**src/rtl/clk_div_gen.sv**
```systemverilog
// Multi-channel clock divider with lock FSM and glitch-free ratio updates.
// Define CLK_DIV_GEN_LOCK_EN to insert a LOCK_CYC-cycle acquisition phase before lock.
module clk_div_gen #(
  parameter int NUM_CH   = 4,
  parameter int DIV_W    = 4,
  parameter int LOCK_CYC = 20
) (
  input  logic                    CLK,
  input  logic                    RST_N,
  input  logic                    BYPASS,
  input  logic [NUM_CH*DIV_W-1:0] DIV,
  input  logic                    DIV_VLD,
  output logic                    DIV_ACK,
  output logic                    LOCK,
  output logic [NUM_CH-1:0]       OUTCLK
);

  localparam int ACQ_W = (LOCK_CYC < 1) ? 1 : $clog2(LOCK_CYC + 1);

  typedef enum logic [1:0] {
    RESET_IDLE,
    ACQ,
    LOCKED
  } state_e;

  state_e                 state_q, state_d;
  logic [ACQ_W-1:0]       acq_cnt_q, acq_cnt_d;
  logic                   lock_q, lock_d;
  logic                   ack_q, ack_d;
  logic                   pending_q, pending_d;
  logic [NUM_CH-1:0]      applied_q, applied_d;
  logic [NUM_CH-1:0]      out_q, out_d;
  logic [DIV_W-1:0]       act_q    [NUM_CH];
  logic [DIV_W-1:0]       act_d    [NUM_CH];
  logic [DIV_W-1:0]       cnt_q    [NUM_CH];
  logic [DIV_W-1:0]       cnt_d    [NUM_CH];
  logic [DIV_W-1:0]       shadow_q [NUM_CH];
  logic [DIV_W-1:0]       shadow_d [NUM_CH];
  logic                   load_act;
  logic                   run_ch;

  always_comb begin
    state_d   = state_q;
    acq_cnt_d = acq_cnt_q;
    lock_d    = lock_q;
    ack_d     = 1'b0;
    pending_d = pending_q;
    applied_d = applied_q;
    out_d     = out_q;
    act_d     = act_q;
    cnt_d     = cnt_q;
    shadow_d  = shadow_q;
    load_act  = 1'b0;
    run_ch    = 1'b0;

    unique case (state_q)
      RESET_IDLE: begin
`ifdef CLK_DIV_GEN_LOCK_EN
        state_d   = ACQ;
        acq_cnt_d = '0;
`else
        state_d   = LOCKED;
        lock_d    = 1'b1;
        load_act  = 1'b1;
`endif
      end
      ACQ: begin
        if (acq_cnt_q == ACQ_W'(LOCK_CYC - 1)) begin
          state_d  = LOCKED;
          lock_d   = 1'b1;
          load_act = 1'b1;
        end else begin
          acq_cnt_d = acq_cnt_q + ACQ_W'(1);
        end
      end
      LOCKED:  run_ch  = 1'b1;
      default: state_d = RESET_IDLE;
    endcase

    if (load_act) begin
      for (int unsigned i = 0; i < NUM_CH; i++) begin
        act_d[i] = DIV[i*DIV_W +: DIV_W];
        cnt_d[i] = '0;
        out_d[i] = 1'b0;
      end
    end

    if (run_ch) begin
      for (int unsigned i = 0; i < NUM_CH; i++) begin
        if (act_q[i] == '0) begin
          cnt_d[i] = '0;
          out_d[i] = 1'b0;
        end else if (cnt_q[i] == act_q[i] - DIV_W'(1)) begin
          cnt_d[i] = '0;
          out_d[i] = ~out_q[i];
        end else begin
          cnt_d[i] = cnt_q[i] + DIV_W'(1);
        end
        // Swap ratio only on a falling toggle (or when idle) so the new low phase starts clean.
        if (pending_q && !applied_q[i] &&
            ((act_q[i] == '0) || (out_q[i] && (cnt_q[i] == act_q[i] - DIV_W'(1))))) begin
          act_d[i]     = shadow_q[i];
          cnt_d[i]     = '0;
          out_d[i]     = 1'b0;
          applied_d[i] = 1'b1;
        end
      end

      if (pending_q && (&applied_d)) begin
        ack_d     = 1'b1;
        pending_d = 1'b0;
        applied_d = '0;
      end else if (!pending_q && DIV_VLD) begin
        for (int unsigned i = 0; i < NUM_CH; i++) begin
          shadow_d[i] = DIV[i*DIV_W +: DIV_W];
        end
        pending_d = 1'b1;
        applied_d = '0;
      end
    end
  end

  always_ff @(posedge CLK or negedge RST_N) begin
    if (!RST_N) begin
      state_q   <= RESET_IDLE;
      acq_cnt_q <= '0;
      lock_q    <= 1'b0;
      ack_q     <= 1'b0;
      pending_q <= 1'b0;
      applied_q <= '0;
      out_q     <= '0;
      act_q     <= '{default: '0};
      cnt_q     <= '{default: '0};
      shadow_q  <= '{default: '0};
    end else begin
      state_q   <= state_d;
      acq_cnt_q <= acq_cnt_d;
      lock_q    <= lock_d;
      ack_q     <= ack_d;
      pending_q <= pending_d;
      applied_q <= applied_d;
      out_q     <= out_d;
      act_q     <= act_d;
      cnt_q     <= cnt_d;
      shadow_q  <= shadow_d;
    end
  end

  assign OUTCLK  = BYPASS ? {NUM_CH{CLK}} : out_q;
  assign DIV_ACK = ack_q;
  assign LOCK    = lock_q;

endmodule

```
**config.mk**
```make
export PLATFORM = sky130hd
export DESIGN_NAME = clk_div_gen
export DESIGN_NICKNAME = d
export VERILOG_FILES = /design/src/rtl/clk_div_gen.sv
export SDC_FILE = /design/constraint.sdc
export NUM_CORES = 1
export LEC_CHECK = 0
export ABC_AREA = 1
export CAP_MARGIN = 10
export CORE_MARGIN = 2
export CORE_UTILIZATION = 54
export CTS_CLUSTER_DIAMETER = 100
export DETAILED_ROUTE_END_ITERATION = 6
export GPL_TIMING_DRIVEN = 0
export PLACE_DENSITY_LB_ADDON = 0.08
export SLEW_MARGIN = 20
export SYNTH_ARGS = -nofsm -noshare
export SYNTH_HDL_FRONTEND = slang
export SYNTH_SLANG_ARGS = --single-unit
```
**constraint.sdc**
```tcl
create_clock -name CLK -period 5.17 [get_ports CLK]
set_input_delay 0.517 -clock CLK [delete_from_list [all_inputs] [get_ports CLK]]
set_output_delay 0.517 -clock CLK [all_outputs]
set_load 0.005 [all_outputs]
```
* Word-level counts from Yosys, hierarchy flattened
Cells that the tools add are included.
** Storage, ports and cells
- Flip-flop bits (word level) :: 66
- Bits of input ports :: 20
- Output and inout port bits :: 6
- Word-level logic and storage cells :: 136
** Operators by class
- $add $sub $neg :: 9
- Equality and inequality tests :: 8
- Multiplexer cells :: 56
- Bitwise gates (word level) :: 7
- Reductions and logical operators :: 37
** Operators by type and width (number)
- 4-bit 2-to-1 mux :: 21
- 16-bit 2-to-1 mux :: 4
- 1-bit 2-to-1 mux :: 27
- 4-bit by 1-bit adder with 4-bit output (second input constant) :: 4
- 4-bit == test :: 4
- 4-bit logical NOT :: 4
- 4-bit by 1-bit subtractor with 4-bit output (second input constant) :: 4
- 1-bit logical AND :: 14
- 2-bit AND reduction :: 4
- 1-bit inverter :: 7
- 2-bit one-hot mux with 3 select lines :: 1
- 2-bit nonzero test :: 3
- 5-bit by 1-bit adder with 5-bit output (second input constant) :: 1
- 5-bit == test (second input constant) :: 1
- 1-bit logical NOT :: 5
- 1-bit logical OR :: 4
- 1-bit one-hot mux with 2 select lines :: 2
- 4-bit AND reduction :: 1
- 3-bit AND reduction :: 1
- 2-bit by 1-bit == test with 1-bit output (second input constant) :: 1
- 2-bit == test (second input constant) :: 1
- 2-bit logical NOT :: 1
- 2-bit 2-to-1 mux :: 1
- 2-bit != test (second input constant) :: 1

* Logic depth before layout (Yosys ltp)
Gate-level depths: netlist of run 1.
- Depth after elaboration :: 11
- Depth in mapped cells :: 16
- Mapped depth without buffers :: 16

==> impl_metrics.csv, run 1 <==
group,metric,value,unit
routing,routed_wl,6909,um
yosys,synth-seq-cells,60,
grt,grt_use_met1,28.35,%
grt,overflow,0,
grt,antenna_found_initial,0,
yosys,ys_warn_count,0,
die,initial_core_util,54.91,%
yosys,avgSynthCellArea,7.884,sq um
worst_setup_path,cp_max_fo,2,
final_layout,final_cell_mix,"nand2_1, dfrtp_1, nor2_1",
final_layout,nets,485,
routing,avgViaCountPerCell,5.143,
grt,top_usage_layer,"met2",
timing,maxSlewViolCount,0,
worst_setup_path,crit_chain,"clkbuf_8 > clkbuf_8 > clkbuf_8 > clkbuf_8 > clkbuf_8 > clkbuf_8 > nand2_1 > clkbuf_8 > clkbuf_8 > o21ai_0 > clkdlybuf4s50_1",
timing,worst_pin_slew,0.5893,ns
placement,port_buffers,25,
grt,grt_first_pass_wirelength,11890,um
yosys,synthDistinctLibCells,28,
yosys,syn_inst,405,
final_layout,fill_cells,475,
pwr,power_density,500.6,nW/um^2
die,coreArea,5816,sq um
worst_setup_path,slowest_stage,"clkdlybuf4s50_1",
routing,antenna_left,0,
routing,drt_iter0_drc,196,
clock_tree,path_clk_slew,0.06,ns
routing,dr.pass1.iters,4,
worst_setup_path,critPathTopFamily,"buffers and inverters",
final_layout,area_growth,23.39,%
worst_setup_path,crit_top_cell,"clkbuf_8",
routing,wire_per_inst,12.99,um
placement,finalWeightedCongestion,0.8716,
grt,grt_use_met2,39.59,%
die,dieHeight,80.90,um
timing,rsz0062_at_grt,"false",
worst_setup_path,crit_type,"clk -> out",
timing,skew,0.01013,ns
routing,vias,2736,
final_layout,layout_commonest_cell,"nand2_1",
timing,max_slew_margin,60.71,%
pwr,power.leakage,2.009,nW
grt,grt_usage,24.62,%
final_layout,multi_input_area,1498,sq um
final_layout,fin_area,3940,sq um
routing,drcViolationCount,0,
yosys,synth_seq_area_share,47.02,%
worst_setup_path,cp-end-kind,"output port",
status,status,"complete, no violations",
grt,grtUsageMet3,6.889,%
pwr,vdd_drop_max,0.3488,mV
yosys,synth_area,3193,sq um
die,die_w,80.90,um
die,rows,28,
final_layout,antennaDiodeCount,0,
placement,post_dp_cell_area,3555,sq um
clock_tree,clock_latency,0.45,ns
timing,hold_violations,0,
die,dieArea,6544,sq um
worst_setup_path,crit_required,4.65,ns
worst_setup_path,worstPathArrival,4.18,ns
worst_setup_path,crit_buf_inv,9,
placement,hpwl,4672,um
hold_path,hp-class,"reg -> reg",
timing,finalSetupViolCount,0,
flow_run,max_cap_viol_count,0,
final_layout,layout-drive-gt1-share,13.13,%
grt,grt_pass1_vias,2747,
worst_setup_path,max_stage_delay,0.47,ns
final_layout,regArea,1501,sq um
die,io_pins,26,
clock_tree,postCtsSetupBuffers,0,
clock_tree,cts_tree,"done",
worst_setup_path,startpoint_type,"clock port",
timing,tns,0,ns
yosys,syn_nets,437,
grt,grt_max_degree,35,
[metal layers]
metal / part of all wire, % / vias to the layer above
li1: - / 1365
met1: 43 / 1272
met2: 49 / 75
met3: 5.0 / 24
met4: 3.2 / 0
met5: 0 / -
[final timing paths]
check / to / from / slack [ns] / depth (start not counted)
setup / recovery: OUTCLK[0] / CLK / 0.47 / 11
hold / removal: shadow_q[12] / shadow_q[12] / 0.47 / 2
setup reg to reg: shadow_q[1] / pending_q / 3.26 / 7
hold reg to reg: shadow_q[12] / shadow_q[12] / 0.47 / 2
max in group asynchronous: act_q[2] / RST_N / 4.14 / 3
min in group asynchronous: cnt_q[8] / RST_N / 0.52 / 2
[layout make-up]
cell class              instances  area share [%]
well taps                      75           2.382
clock inverters                 5           2.540
repair buffers                 23           6.034
clock buffers                  24           8.003
multi-input cells             294           38.01
flip-flops and latches         60           38.11
plain buffers                   7          0.7304
inverters                      44           4.192
[cells in the mapped netlist]
library cell	n	share of area [%]
clkbuf_1	5	0.59
nand2_1	147	17
nand3_2	4	1.3
nand4_2	1	0.39
o21bai_2	1	0.35
or2_2	1	0.20
buf_2	2	0.31
nand2_4	1	0.35
a21oi_1	3	0.47
a31oi_1	16	3.1
ha_1	12	4.7
conb_1	1	0.12
o21ai_0	4	0.63
inv_1	31	3.6
xor2_1	9	2.5
nor2_2	5	0.98
nand3b_1	2	0.47
nand2_2	3	0.59
clkinv_1	2	0.24
xnor2_1	8	2.2
nand4_1	2	0.39
nor2_4	3	1.1
nand3_1	23	3.6
a21oi_2	1	0.27
a211oi_1	4	0.94
dfrtp_1	60	47
nor2_1	43	5.1
inv_2	11	1.3
[cell families (layout without fill, tap and decap cells)]
group / Yosys count / in the layout / synth area share, %
other: 1 / 1 / 0.1174
buffers and inverters: 51 / 103 / 6.074
flip-flops: 60 / 60 / 47.02
XOR/XNOR: 17 / 17 / 4.663
AO/OA/AOI/OAI: 29 / 29 / 5.799
adder cells (fa/ha/maj): 12 / 12 / 4.702
AND/OR/NAND/NOR: 235 / 235 / 31.62
[tightest hold or removal path: cells and delay by family, from the launching register on]
family	cells	cell delay (ns)
flip-flops	1	0.34
AND/OR/NAND/NOR	2	0.10
[state kept, by name (all words and copies together) (netlist names)]
register and flops:
act_q 16, cnt_q 16, shadow_q 16, applied_q 4, out_q 4, DIV_ACK 1
LOCK 1, pending_q 1, state_q 1
[what timing repair did]
item                                   4_1_cts  5_1_grt
endpoints found under the hold margin       26        0
gates resized for setup                      0        0
hold buffers                                 1        0
[report_power, final]
group          internal [mW]  switching [mW]
registers              0.610           0.113
clock network          0.502           0.241
logic                  0.204           0.303
total                   1.32           0.657
[per-stage QoR]
step | power (mW) | instances | hold WS (ns) | util (%) | setup slack (ns)
after floorplan | 1.116 | 405 | 0.2214 | - | 1.903
final | 1.973 | 532 | 0.4692 | 67.75 | 0.4715
after detailed placement | 1.273 | 506 | 0.4564 | 61.12 | 1.488
after global placement | 1.248 | 505 | 0.4547 | 60.82 | 1.487
after CTS | 1.985 | 532 | 0.4746 | 67.75 | 0.4399
after global routing | 2.112 | 532 | 0.4990 | 67.75 | 0.3702
(Power assumes the default switching activity.)
==> run 2, diff against run 1 <==
- GPL_ROUTABILITY_DRIVEN: not set -> 0
- HOLD_SLACK_MARGIN: not set -> 0.02
==> results of run 2 <==
No change in the layout: final DEF, timing and power equal those of run 1.
